<file path="config.mk">
export PLATFORM = sky130hd
export DESIGN_NAME = pipe_ctrl
export DESIGN_NICKNAME = d
export VERILOG_FILES = /design/src/rtl/pipe_ctrl.sv
export SDC_FILE = /design/constraint.sdc
export NUM_CORES = 1
export LEC_CHECK = 0
export BUFFER_PORTS_ARGS = -buffer_cell sky130_fd_sc_hd__buf_4
export CORE_UTILIZATION = 30
export CTS_BUF_LIST = sky130_fd_sc_hd__clkbuf_4 sky130_fd_sc_hd__clkbuf_8
export DETAILED_ROUTE_END_ITERATION = 8
export HOLD_SLACK_MARGIN = 0.03
export SETUP_SLACK_MARGIN = 0.15
export SLEW_MARGIN = 30
export SYNTH_ARGS = -nofsm -noshare
export SYNTH_HDL_FRONTEND = slang
export SYNTH_SLANG_ARGS = --single-unit
</file>
<file path="constraint.sdc">
create_clock -name clk -period 5.51 [get_ports clk]
set_input_delay 1.653 -clock clk [delete_from_list [all_inputs] [get_ports clk]]
set_output_delay 1.653 -clock clk [all_outputs]
set_load 0.1 [all_outputs]
</file>
<file path="src/rtl/pipe_ctrl.sv">
// pipe_ctrl -- central pipeline sequencer for the five-stage core.
//
// Merges per-stage stall requests into the shared stall vector, sequences
// exception flushes with redirect-PC selection, counts stalled cycles and
// optionally runs a stall watchdog.
//
// Ports:
//   clk, rst            clock (rising edge), synchronous active-high reset
//   stallreq_if/id/ex/mem  per-stage stall requests
//   excepttype[31:0]    exception code from mem stage, 0 = none, 0xe = ERET
//   cp0_epc[31:0]       return PC used on ERET
//   stall[5:0]          hold vector: bit0 pc, 1 if, 2 id, 3 ex, 4 mem, 5 wb
//   flush               one-cycle pipeline flush
//   new_pc[31:0]        redirect target, 0 whenever flush=0
//   stall_cnt[31:0]     free-running count of cycles with stall!=0 (wraps)
//   wdog_timeout        sticky watchdog flag
//
// Optional feature: define PIPE_CTRL_WDOG_EN to build the stall watchdog.
// Without it wdog_timeout is tied low and WDOG_LIMIT has no effect.
module pipe_ctrl #(
  parameter logic [31:0] EXC_VECTOR = 32'h0000_0020,
  parameter int unsigned WDOG_LIMIT = 1024
) (
  input  logic        clk,
  input  logic        rst,
  input  logic        stallreq_if,
  input  logic        stallreq_id,
  input  logic        stallreq_ex,
  input  logic        stallreq_mem,
  input  logic [31:0] excepttype,
  input  logic [31:0] cp0_epc,
  output logic [5:0]  stall,
  output logic        flush,
  output logic [31:0] new_pc,
  output logic [31:0] stall_cnt,
  output logic        wdog_timeout
);

  localparam logic [31:0] EXC_ERET = 32'h0000_000e;

  typedef enum logic {RUN, HOLD} state_t;

  state_t     state_q, state_d;
  logic [5:0] stall_enc;
  logic       exc_take;

  // An exception is only accepted in RUN; in HOLD the code still belongs to
  // the instruction that was just flushed.
  assign exc_take = (state_q == RUN) && (excepttype != 32'h0);

  // Highest requesting stage wins: it and everything upstream hold.
  always_comb begin
    stall_enc = 6'b000000;
    if (stallreq_mem)     stall_enc = 6'b011111;
    else if (stallreq_ex) stall_enc = 6'b001111;
    else if (stallreq_id) stall_enc = 6'b000111;
    else if (stallreq_if) stall_enc = 6'b000011;
  end

  // State register
  always_ff @(posedge clk) begin
    if (rst) state_q <= RUN;
    else     state_q <= state_d;
  end

  // Next state: HOLD lasts exactly one cycle after an accepted exception
  always_comb begin
    state_d = RUN;
    case (state_q)
      RUN:     state_d = exc_take ? HOLD : RUN;
      HOLD:    state_d = RUN;
      default: state_d = RUN;
    endcase
  end

  // Outputs are combinational so the pipeline registers react this cycle.
  always_comb begin
    stall  = 6'b000000;
    flush  = 1'b0;
    new_pc = 32'h0;
    if (!rst) begin
      if (exc_take) begin
        flush  = 1'b1;
        new_pc = (excepttype == EXC_ERET) ? cp0_epc : EXC_VECTOR;
      end else begin
        stall = stall_enc;
      end
    end
  end

  // Stall-cycle counter; the flush cycle drives stall=0 so it never counts.
  always_ff @(posedge clk) begin
    if (rst)                 stall_cnt <= 32'h0;
    else if (stall != 6'b0)  stall_cnt <= stall_cnt + 32'h1;
  end

`ifdef PIPE_CTRL_WDOG_EN
  localparam int unsigned WD_W = $clog2(WDOG_LIMIT + 1);
  localparam logic [WD_W-1:0] WD_LIM = WD_W'(WDOG_LIMIT);

  logic [WD_W-1:0] wd_cnt;

  // Counts consecutive stalled cycles; saturates at the limit. The flag is
  // set on the edge that completes the WDOG_LIMIT-th consecutive stall.
  always_ff @(posedge clk) begin
    if (rst) begin
      wd_cnt       <= '0;
      wdog_timeout <= 1'b0;
    end else if (flush || stall == 6'b0) begin
      wd_cnt <= '0;
    end else begin
      if (wd_cnt != WD_LIM)         wd_cnt <= wd_cnt + 1'b1;
      if (wd_cnt >= WD_LIM - 1'b1)  wdog_timeout <= 1'b1;
    end
  end
`else
  assign wdog_timeout = 1'b0;
`endif

endmodule

</file>
==> results by stage <==
Outcome:
- The run finished with clean final reports.

Timing:
- The worst slew slack as a fraction of its limit is 48.29%.
- Static timing analysis puts the maximum clock frequency at 194.1 MHz.
- Setup repair after global routing left no endpoint under its margin.
- For the pin with the worst max-slew slack, the measured transition is 0.7728 ns.
- The number of failing setup endpoints in the final timing report is 0.
- The final hold violation count is 0.
- The post-layout minimum cycle time is 5.151 ns.
- On the final layout, the worst clock skew is 0.006558 ns.
- Summed over all failing endpoints, the final setup total negative slack is 0 ns.
- The ratio of final minimum period to clock period is 93.48%.
- The number of max-slew violations in the final report was 0.

Die:
- The width of the die is 85.36 µm.
- The effective utilization at floorplan is 30.85%.
- The core area is 6756 µm².
- After floorplanning, the core was divided into 30 placement rows.
- The die covers 7285 µm².
- The floorplan step set the die height to 85.36 µm.
- In this run the count of I/O pins placed on the die edge is 142.

CTS:
- The buffer type at the clock tree root is sky130_fd_sc_hd__clkbuf_8.
- After clock tree synthesis, the repair step resized 0 gates.
- TritonCTS built the clock tree.
- The clock passes through at most 2 buffers.
- The tree built by TritonCTS fans out to 33 sinks.
- CTS built an H-tree with a depth of 2.
- The clock input transition at the sequential cells of the worst setup and hold paths is 0.07 ns.
- The clock network latency to the later pin of the worst-skew pair is 0.29 ns.
- The total CTS buffers is 5.
- The hold-fix buffer count after cts is 0.
- Buffers added to address setup during post-CTS repair amount to 0.

Job:
- Across the run, the number of max-cap violations was 0.

Cells and area:
- The number of diodes added for antenna fixing is 0.
- The fraction of layout cells with a size suffix above 1 is 41.41%.
- The post-layout utilization of the core is 48.50%.
- The area growth from synthesis to layout is 57.20%.
- The number of nets at the end of the flow is 466.

GRT:
- The first-pass GRT wire length is 11520 µm.
- The initial antenna violation count is 0.
- The maximum number of pins on one net before global-route repair is 62.
- The number of global-route vias before repair came to 2277.
- The remaining global-route overflow is 0.
- For this run, the total global-route usage over all layers was measured as 19.71%.

Yosys:
- Counting flops and latches in the post-synthesis netlist gives 33.
- The fraction of synthesis flops using an asynchronous set or reset pin is 0%.
- During synthesis, Yosys emitted a total of 0 warnings.
- Sorting the synthesized cells by how often they occur yields sky130_fd_sc_hd__and2_1, sky130_fd_sc_hd__dfxtp_1, sky130_fd_sc_hd__or4_1.
- The post-synthesis sequential area ratio is 31.69%.
- In this run, synthesis inferred 0 flip-flops with an integrated enable.
- The synthesized netlist cell count is 266.
- The cell accounting for the most synthesized area is sky130_fd_sc_hd__dfxtp_1.
- Yosys attributes the largest share of cell area to sky130_fd_sc_hd__dfxtp_1, sky130_fd_sc_hd__and2_1, sky130_fd_sc_hd__or4_1, sky130_fd_sc_hd__o31ai_1, sky130_fd_sc_hd__a21oi_1.
- The mean instance size in the synthesized netlist is 7.836 µm².
- The number of distinct library cells after synthesis is 36.
- The most used flip-flop cell after synthesis is sky130_fd_sc_hd__dfxtp_1.
- The post-synthesis cell area is 2084 µm².
- After synthesis, the largest area contributor takes up 31.69% of total cell area.

Placement:
- Port buffering added 139 buffers.
- The HPWL after detailed placement is 5365 µm.
- The placer's final routability congestion estimate is 0.7595.

Power:
- The leakage power of the design is 1.361 nW.
- In this run the power spent charging and discharging nets is 150.1 µW.
- Cell internal power was estimated by the tool at 392.6 µW.
- Power spread over the standard cell area amounts to 165.6 nW/µm².
- The combinational share of power is 18.0%.
- Overall power consumption after layout is estimated at 542.7 µW.
- Sequential cells burn 44.4% of the power.
- The clock network power share is 37.6%.
- VDD sags by at most 0.06378 mV.
- Net switching is 27.65% of the power.

Worst setup path:
- The category of the worst setup path capture point is an output pin.
- For the worst setup path, the data arrival time is 3.50 ns.
- The maximum fanout count along the critical path is 31.
- The worst setup path is launched from an input pin.
- For the worst setup path, the data required time is 3.86 ns.
- The critical path start-end classification is in2out.

Drt:
- In the final routed layout, each cell accounts on average for 15.14 µm.
- The final route contains 2509 vias.
- The count of nets left with antenna violations once routing finished came out at 0.
- The mean number of vias per cell is 5.271.
- Before antenna repair, the detailed router went through 4 iterations.
- The detailed router finished its first iteration with 131 violations.
- For this run, design rule violations remaining after detail routing come to 0.
- The final wirelength is 7206 µm.

Hold path:
- In this run the worst hold path is classified as reg2reg.
cell families (layout without fill, tap and decap cells):
kind of cell    after synthesis  in the layout  synth area share, %
fa+ha+maj                     1              1               0.6001
compound gates               63             63                20.05
simple gates                139            139                40.64
flops                        33             33                31.69
mux                           2              2                1.080
buf+inv                      27            156                5.762
other cells                   1              2               0.1799
critical path: stages:
cell and delay [ns]:
sky130_fd_sc_hd__buf_4 0.11, sky130_fd_sc_hd__nor4_1 0.33, sky130_fd_sc_hd__nand4_1 0.21, sky130_fd_sc_hd__nor2_1 0.17
sky130_fd_sc_hd__nor4b_2 0.21, sky130_fd_sc_hd__buf_4 0.29, sky130_fd_sc_hd__and2_1 0.21, sky130_fd_sc_hd__buf_4 0.30
routing by layer:
layer	share of wire, %	vias to the layer above	track usage (%)
li1	-	1280	-
met1	47	1152	27.27
met2	47	66	31.01
met3	5.0	11	4.280
met4	1.3	0	5.303
met5	0	-	0
registers in the layout, indices dropped and copies added, names as in the netlist:
signal / count
state_q: 1
stall_cnt: 32
cell type report:
cell class | instances | area (µm²)
clock buffers | 7 | 96.34
multi-input cells | 207 | 1326
flip-flops and latches | 33 | 660.6
fillers | 696 | 3480
clock inverters | 1 | 5.005
inverters | 6 | 22.52
well taps | 80 | 100.1
repair buffers | 142 | 1066
cell usage in the layout (no fill, tap or decap):
cell / instances
sky130_fd_sc_hd__o41ai_1: 3
sky130_fd_sc_hd__nand4_1: 12
sky130_fd_sc_hd__o311ai_0: 6
sky130_fd_sc_hd__and3_1: 2
sky130_fd_sc_hd__nand3_1: 13
sky130_fd_sc_hd__nor2_2: 1
sky130_fd_sc_hd__conb_1: 2
sky130_fd_sc_hd__nor3_2: 2
sky130_fd_sc_hd__ha_1: 1
sky130_fd_sc_hd__clkinv_2: 1
sky130_fd_sc_hd__o21ai_0: 4
sky130_fd_sc_hd__nand4_2: 1
sky130_fd_sc_hd__and4_1: 3
sky130_fd_sc_hd__nor2b_1: 2
sky130_fd_sc_hd__mux2_2: 2
sky130_fd_sc_hd__or3_4: 1
sky130_fd_sc_hd__a211oi_2: 2
sky130_fd_sc_hd__nor3_1: 5
sky130_fd_sc_hd__nor3b_2: 1
sky130_fd_sc_hd__or2_2: 2
sky130_fd_sc_hd__dfxtp_1: 33
sky130_fd_sc_hd__nor2_1: 9
sky130_fd_sc_hd__or4_1: 26
sky130_fd_sc_hd__and2_1: 33
sky130_fd_sc_hd__nand2_1: 15
sky130_fd_sc_hd__nor4b_2: 1
sky130_fd_sc_hd__o31ai_1: 22
sky130_fd_sc_hd__or3_1: 2
sky130_fd_sc_hd__inv_1: 6
sky130_fd_sc_hd__buf_4: 142
sky130_fd_sc_hd__clkbuf_8: 7
sky130_fd_sc_hd__o21a_2: 1
sky130_fd_sc_hd__nor4_1: 8
sky130_fd_sc_hd__a21oi_1: 25
final timing paths:
path / start / to / slack (ns) / cells past startpoint
max: excepttype[25] / new_pc[31] / 0.36 / 8
min: stall_cnt[31] / stall_cnt[31] / 0.49 / 2
max reg2reg: stall_cnt[11] / stall_cnt[23] / 3.19 / 5
min reg2reg: stall_cnt[31] / stall_cnt[31] / 0.49 / 2
metrics by stage:
stage          std cells  setup WS [ns]  instance area (µm²)  hold slack, ns
2_1_floorplan        267        0.02413                 2101          0.5180
3_3_place_gp         468         0.4491                 3176          0.4664
3_5_place_dp         468         0.3972                 3176          0.4758
4_1_cts              476         0.3882                 3277          0.4875
5_1_grt              476         0.2495                 3277          0.5103
6_report             476         0.3593                 3277          0.4900
power groups by stage:
stage	sequential (mW)	clock [mW]	combinational, mW
global route	0.241	0.218	0.104
finish	0.241	0.204	0.0979
CTS	0.241	0.209	0.0983
global placement	0.246	0	0.0973
floorplan	0.249	0	0.0485
detailed placement	0.246	0	0.0979
Note: power is estimated with default switching activity, not from simulation.
